## config.mk

```make
export PLATFORM = sky130hd
export DESIGN_NAME = risc_core_hs
export DESIGN_NICKNAME = d
export VERILOG_FILES = /design/src/rtl/risc_core_hs.sv
export SDC_FILE = /design/constraint.sdc
export NUM_CORES = 1
export LEC_CHECK = 0
export CAP_MARGIN = 20
export CORE_AREA = 2 2 249 251
export CTS_CLUSTER_SIZE = 25
export DETAILED_ROUTE_END_ITERATION = 8
export DIE_AREA = 0 0 251 253
export HOLD_SLACK_MARGIN = 0.02
export PLACE_DENSITY = 0.35
export SYNTH_ARGS = -nofsm -noshare
export SYNTH_HDL_FRONTEND = slang
export SYNTH_SLANG_ARGS = --single-unit
```

## constraint.sdc

```tcl
create_clock -name clk -period 6.9 [get_ports clk]
set_clock_uncertainty 0.1 [all_clocks]
set_input_delay 0.69 -clock clk [delete_from_list [all_inputs] [get_ports clk]]
set_output_delay 0.69 -clock clk [all_outputs]
set_load 0.02 [all_outputs]
```

## src/rtl/risc_core_hs.sv

```systemverilog
// Multi-cycle RISC core: 16-bit instruction encoding, eight DATA_W-wide registers,
// one shared instruction/data memory port with a mem_ready handshake.
module risc_core_hs #(
  parameter int                DATA_W   = 16,
  parameter int                ADDR_W   = 9,
  parameter logic [ADDR_W-1:0] RESET_PC = '0
) (
  input  logic              clk,
  input  logic              reset,
  input  logic [DATA_W-1:0] read_data,
  input  logic              mem_ready,
  output logic [DATA_W-1:0] write_data,
  output logic [ADDR_W-1:0] mem_addr,
  output logic [1:0]        m_cmd,
  output logic              h
);

  typedef enum logic [2:0] {
    S_RST, S_FETCH, S_DECODE, S_EXEC, S_MEM, S_WB, S_HALT
  } state_t;

  localparam logic [1:0] CMD_NONE  = 2'b00;
  localparam logic [1:0] CMD_READ  = 2'b01;
  localparam logic [1:0] CMD_WRITE = 2'b10;

  state_t            r_state, w_next;
  logic [ADDR_W-1:0] r_pc, r_addr;
  logic [DATA_W-1:0] r_regs [8];
  logic [DATA_W-1:0] r_result, r_wdata;
  logic [15:0]       r_ir;
  logic [2:0]        r_dest;
  logic              r_n, r_z, r_v;

  logic [2:0]        w_opcode, w_rn, w_rd, w_rm, w_cond;
  logic [1:0]        w_op, w_sh;
  logic [DATA_W-1:0] w_sximm8, w_rnVal, w_rdVal, w_rmVal, w_shifted, w_diff;
  logic [ADDR_W-1:0] w_sximm5, w_effAddr, w_brTarget;
  logic              w_isMovImm, w_isMovReg, w_isAlu, w_isCmp, w_isLdr, w_isStr;
  logic              w_isB, w_isBl, w_isBx, w_isHalt, w_taken;

  assign w_opcode   = r_ir[15:13];
  assign w_op       = r_ir[12:11];
  assign w_rn       = r_ir[10:8];
  assign w_rd       = r_ir[7:5];
  assign w_sh       = r_ir[4:3];
  assign w_rm       = r_ir[2:0];
  assign w_cond     = r_ir[10:8];
  assign w_sximm8   = {{(DATA_W-8){r_ir[7]}}, r_ir[7:0]};
  assign w_sximm5   = {{(ADDR_W-5){r_ir[4]}}, r_ir[4:0]};
  assign w_rnVal    = r_regs[w_rn];
  assign w_rdVal    = r_regs[w_rd];
  assign w_rmVal    = r_regs[w_rm];
  assign w_diff     = w_rnVal - w_shifted;
  assign w_effAddr  = w_rnVal[ADDR_W-1:0] + w_sximm5;
  assign w_brTarget = r_pc + w_sximm8[ADDR_W-1:0];

  assign w_isMovImm = (w_opcode == 3'b110) && (w_op == 2'b10);
  assign w_isMovReg = (w_opcode == 3'b110) && (w_op == 2'b00);
  assign w_isAlu    = (w_opcode == 3'b101) && (w_op != 2'b01);
  assign w_isCmp    = (w_opcode == 3'b101) && (w_op == 2'b01);
  assign w_isLdr    = (w_opcode == 3'b011) && (w_op == 2'b00);
  assign w_isStr    = (w_opcode == 3'b100) && (w_op == 2'b00);
  assign w_isB      = (w_opcode == 3'b001) && (w_op == 2'b00);
  assign w_isBl     = (w_opcode == 3'b010) && (w_op == 2'b11);
  assign w_isBx     = (w_opcode == 3'b010) && (w_op == 2'b00);
  assign w_isHalt   = (w_opcode == 3'b111);

  always_comb begin
    w_shifted = w_rmVal;
    case (w_sh)
      2'b01:   w_shifted = {w_rmVal[DATA_W-2:0], 1'b0};
      2'b10:   w_shifted = {1'b0, w_rmVal[DATA_W-1:1]};
      2'b11:   w_shifted = {w_rmVal[DATA_W-1], w_rmVal[DATA_W-1:1]};
      default: w_shifted = w_rmVal;
    endcase
  end

  always_comb begin
    case (w_cond)
      3'b000:  w_taken = 1'b1;
      3'b001:  w_taken = r_z;
      3'b010:  w_taken = ~r_z;
      3'b011:  w_taken = r_n ^ r_v;
      3'b100:  w_taken = (r_n ^ r_v) | r_z;
      default: w_taken = 1'b0;
    endcase
  end

  always_ff @(posedge clk or posedge reset) begin
    if (reset) r_state <= S_RST;
    else       r_state <= w_next;
  end

  // Bus outputs decode from state only, so a reset drops any command at once.
  always_comb begin
    w_next     = r_state;
    m_cmd      = CMD_NONE;
    mem_addr   = '0;
    write_data = '0;
    h          = 1'b0;
    case (r_state)
      S_RST:    w_next = S_FETCH;
      S_FETCH: begin
        m_cmd    = CMD_READ;
        mem_addr = r_pc;
        if (mem_ready) w_next = S_DECODE;
      end
      S_DECODE: w_next = w_isHalt ? S_HALT : S_EXEC;
      S_EXEC: begin
        if (w_isMovImm || w_isMovReg || w_isAlu) w_next = S_WB;
        else if (w_isLdr || w_isStr)             w_next = S_MEM;
        else                                     w_next = S_FETCH;
      end
      S_MEM: begin
        m_cmd    = w_isStr ? CMD_WRITE : CMD_READ;
        mem_addr = r_addr;
        if (w_isStr) write_data = r_wdata;
        if (mem_ready) w_next = w_isStr ? S_FETCH : S_WB;
      end
      S_WB:     w_next = S_FETCH;
      S_HALT: begin
        h      = 1'b1;
        w_next = S_HALT;
      end
      default:  w_next = S_RST;
    endcase
  end

  always_ff @(posedge clk or posedge reset) begin
    if (reset) begin
      r_pc     <= RESET_PC;
      r_ir     <= '0;
      r_addr   <= '0;
      r_result <= '0;
      r_wdata  <= '0;
      r_dest   <= '0;
      r_n      <= 1'b0;
      r_z      <= 1'b0;
      r_v      <= 1'b0;
      for (int i = 0; i < 8; i++) r_regs[i] <= '0;
    end else begin
      case (r_state)
        S_FETCH:  if (mem_ready) r_ir <= read_data[15:0];
        S_DECODE: r_pc <= r_pc + 1'b1;
        S_EXEC: begin
          if (w_isMovImm) begin
            r_result <= w_sximm8;
            r_dest   <= w_rn;
          end else if (w_isMovReg) begin
            r_result <= w_shifted;
            r_dest   <= w_rd;
          end else if (w_isAlu) begin
            r_dest <= w_rd;
            case (w_op)
              2'b00:   r_result <= w_rnVal + w_shifted;
              2'b10:   r_result <= w_rnVal & w_shifted;
              default: r_result <= ~w_shifted;
            endcase
          end else if (w_isCmp) begin
            r_n <= w_diff[DATA_W-1];
            r_z <= (w_diff == '0);
            r_v <= (w_rnVal[DATA_W-1] != w_shifted[DATA_W-1]) &&
                   (w_diff[DATA_W-1] != w_rnVal[DATA_W-1]);
          end else if (w_isLdr || w_isStr) begin
            r_addr  <= w_effAddr;
            r_wdata <= w_rdVal;
            r_dest  <= w_rd;
          end else if (w_isB) begin
            if (w_taken) r_pc <= w_brTarget;
          end else if (w_isBl) begin
            r_regs[7] <= DATA_W'(r_pc);
            r_pc      <= w_brTarget;
          end else if (w_isBx) begin
            r_pc <= w_rdVal[ADDR_W-1:0];
          end
        end
        S_MEM:    if (mem_ready && w_isLdr) r_result <= read_data;
        S_WB:     r_regs[r_dest] <= r_result;
        default:  ;
      endcase
    end
  end

endmodule
```

==> flow_summary.json <==
{
  "rsz0062_at_grt": "false",
  "p_comb_share_pct": 60.6,
  "m1WireLength_um": 26000,
  "clkSinkCount": 203,
  "fmax_ghz": 0.197,
  "numPortBuffers": 46,
  "relSlewSlack_pct": 31.0,
  "hold_class": "reg2reg",
  "tightestPinTransition_ns": 1.03,
  "status": "completed",
  "synth_area_um2": 14400,
  "endpoint_kind": "flip-flop",
  "vias": 11300,
  "crit_arrival_ns": 5.48,
  "wirelength_um": 54400,
  "gp_congestion": 0.868,
  "row_count": 91,
  "drtIter0Drc": 700,
  "cp_max_fo": 25,
  "antenna_found_initial": 1,
  "cts_tree": "built",
  "design.core.area_um2": 61000,
  "intPower_w": 0.00516,
  "die-area_um2": 63500,
  "synth-main-ff-cell": "dfrtp_1",
  "clock-root-buffer": "clkbuf_16",
  "avgSynthCellArea_um2": 10.7,
  "cts_resized": 0,
  "cts_hold_buf": 0,
  "synthCells": 1345,
  "clock_latency_ns": 0.56,
  "seqPwrFrac_pct": 25.0,
  "die_h_um": 253,
  "initial_core_util_pct": 23.7,
  "ys_async_sr_fraction_pct": 100,
  "clockBufferDepth": 3,
  "yosysSeqAreaShare_pct": 35.2,
  "crit_type": "reg2reg",
  "htree_num_levels": 1,
  "fill_cells": 6389,
  "first_global_vias": 11500,
  "grt_pass1_wl_um": 80300,
  "p_sw_w": 0.00478,
  "setup_viol": 0,
  "yosys_warnings": 0,
  "firstDrtPassIters": 7,
  "track_usage_pct": 17.1,
  "viasPerCell": 5.25,
  "slew_violations": 0,
  "vdd_drop_max_mv": 0.210,
  "crit_required_ns": 7.29,
  "min_period_over_period_pct": 73.7,
  "clkPwrFrac_pct": 14.4,
  "synth_cell_types": 81,
  "final_layout_size_suffix_gt1_share_pct": 25.2,
  "finalNetCount": 1427,
  "antenna_left": 0,
  "grt_max_degree": 113,
  "fin_setup_tns_ns": 0,
  "period_needed_ns": 5.09,
  "powerDensity_nw_per_um2": 598,
  "highest_layer": "met4",
  "cts_made_buffers": 26,
  "cts_setup_buffers": 0,
  "syn_to_final_growth_pct": 15.2,
  "die_x_um": 251,
  "diodes": 0,
  "hold_violations": 0,
  "ys_ff_latch": 203,
  "drv_cap": 0,
  "clkTransAtPathRegs_ns": 0.06,
  "pin_count": 47,
  "switching_share_pct": 48.1,
  "post_drt_wl_per_cell_um": 25.2,
  "synth_nets": 1419,
  "p_leak_nw": 7.01,
  "dr_wl_met3_um": 2010,
  "fin_util_pct": 27.3,
  "startpoint_type": "flip-flop",
  "wl_met2_um": 24800,
  "synth_edf_count": 0,
  "hpwl_um": 38300,
  "globalRouteOverflowTotal": 0,
  "drc": 0
}
## synthesized netlist by cell type, types with 22 or more instances
master / number / area [µm²]
a21oi_1: 70 / 350
ha_1: 51 / 638
o21ai_0: 75 / 375
nor2_1: 76 / 285
and3_1: 23 / 144
mux4_2: 93 / 2090
clkbuf_1: 74 / 278
xnor2_1: 22 / 193
nand3_1: 23 / 115
inv_1: 39 / 146
mux2i_1: 32 / 320
nand2_1: 110 / 413
nor3_1: 24 / 120
mux2_2: 147 / 1660
dfrtp_1: 203 / 5080
## logic make-up after synthesis
kind of cell             Yosys count  share of synthesized area, %
AO/OA/AOI/OAI                    310                          13.8
buffers and inverters            144                          4.23
flip-flops                       203                          35.2
adder cells (fa/ha/maj)           55                          4.97
AND/OR/NAND/NOR                  323                          10.6
multiplexers                     279                          29.2
XOR/XNOR                          31                          1.98
## critical path, stage by stage, from the launching register on
cell and delay, ns:
dfrtp_2 0.97, mux4_2 0.61, mux2i_1 0.25, mux2_2 0.21, nand2_1 0.05, o21ai_1 0.25, inv_1 0.16, fa_1 0.44
or2_1 0.30, a221oi_4 0.33, nor3_1 0.11, o21ai_0 0.17, a21oi_1 0.09, o32a_1 0.30, a2111oi_1 0.43, a32o_1 0.23
## final cells by class
| type | instances | area (µm²) | area share (%) |
|---|---|---|---|
| inverter | 47 | 184 | 1.11 |
| clock inverter | 10 | 129 | 0.774 |
| sequential | 203 | 5090 | 30.6 |
| tap | 790 | 988 | 5.94 |
| clock buffer | 36 | 759 | 4.56 |
| timing repair buffer | 77 | 693 | 4.17 |
| multi-input combinational | 998 | 8800 | 52.9 |
## metrics by stage
step           std cells  setup WS, ns  area [µm²]  total power (W)  hold WS, ns
3_5_place_dp        2115          1.80       15800          0.00850        0.365
3_3_place_gp        2115          1.86       15800          0.00852        0.359
2_1_floorplan       1345         0.571       14400          0.00665        0.342
6_report            2161          1.81       16600          0.00994        0.377
5_1_grt             2161          1.37       16600           0.0107        0.407
4_1_cts             2161          1.81       16600          0.00999        0.379
## sequential cells by signal, summed over array words and instances (netlist names)
signal	flops
r_addr	9
r_dest	3
r_ir	16
r_n	1
r_pc	9
r_regs	128
r_result	16
r_state	3
r_v	1
r_wdata	16
r_z	1
## cell usage in the layout (no fill, tap or decap), drive strengths merged, types with 4 or more instances in the layout
cell type,Yosys,routed
o211ai,8,8
o21ai,96,96
nand3b,6,6
and3,23,23
a211oi,5,5
nand4,6,6
nand2,110,110
buf,23,31
a21oi,72,72
o21bai,10,10
mux2i,34,34
o221ai,5,5
clkbuf,74,36
fa,4,4
dfrtp,203,203
o31ai,9,9
or2,5,5
a22o,18,18
a22oi,9,9
inv,43,43
and2,8,8
clkinv,4,11
xor2,8,8
a31oi,18,18
nor2b,9,9
nor3,24,24
mux2,149,149
nand3,23,23
nor2,76,76
o31a,4,4
or3,16,16
clkdlybuf4s50,0,46
a221oi,4,4
o22ai,10,10
xnor2,22,22
mux4,96,96
a21o,11,11
ha,51,51
nand2b,7,7
## power groups by stage
stage	Combinational, W	Clock, W	Sequential (W)
after CTS	0.00604	0.00149	0.00247
after global placement	0.00603	0	0.00249
after detailed placement	0.00601	0	0.00249
after floorplan	0.00465	0	0.00199
after global routing	0.00660	0.00153	0.00257
final	0.00602	0.00144	0.00248
## worst paths after layout
| check | start | endpoint | slack, ns | cells after the start |
|---|---|---|---|---|
| min in group asynchronous | reset | r_wdata[15] | 0.54 | 2 |
| min reg2reg | r_wdata[9] | r_wdata[9] | 0.38 | 2 |
| min | r_wdata[9] | r_wdata[9] | 0.38 | 2 |
| max | r_ir[0] | r_z | 1.81 | 15 |
| max reg2reg | r_ir[0] | r_z | 1.81 | 15 |
| max in group asynchronous | reset | r_ir[5] | 4.69 | 3 |
## routing by layer
metal / vias up / global-route usage (%)
met3: 69 / 1.97
met2: 244 / 27.2
li1: 5076 / -
met1: 5956 / 24.3
met4: 0 / 5.24
met5: - / 0
(Power assumes the default switching activity.)
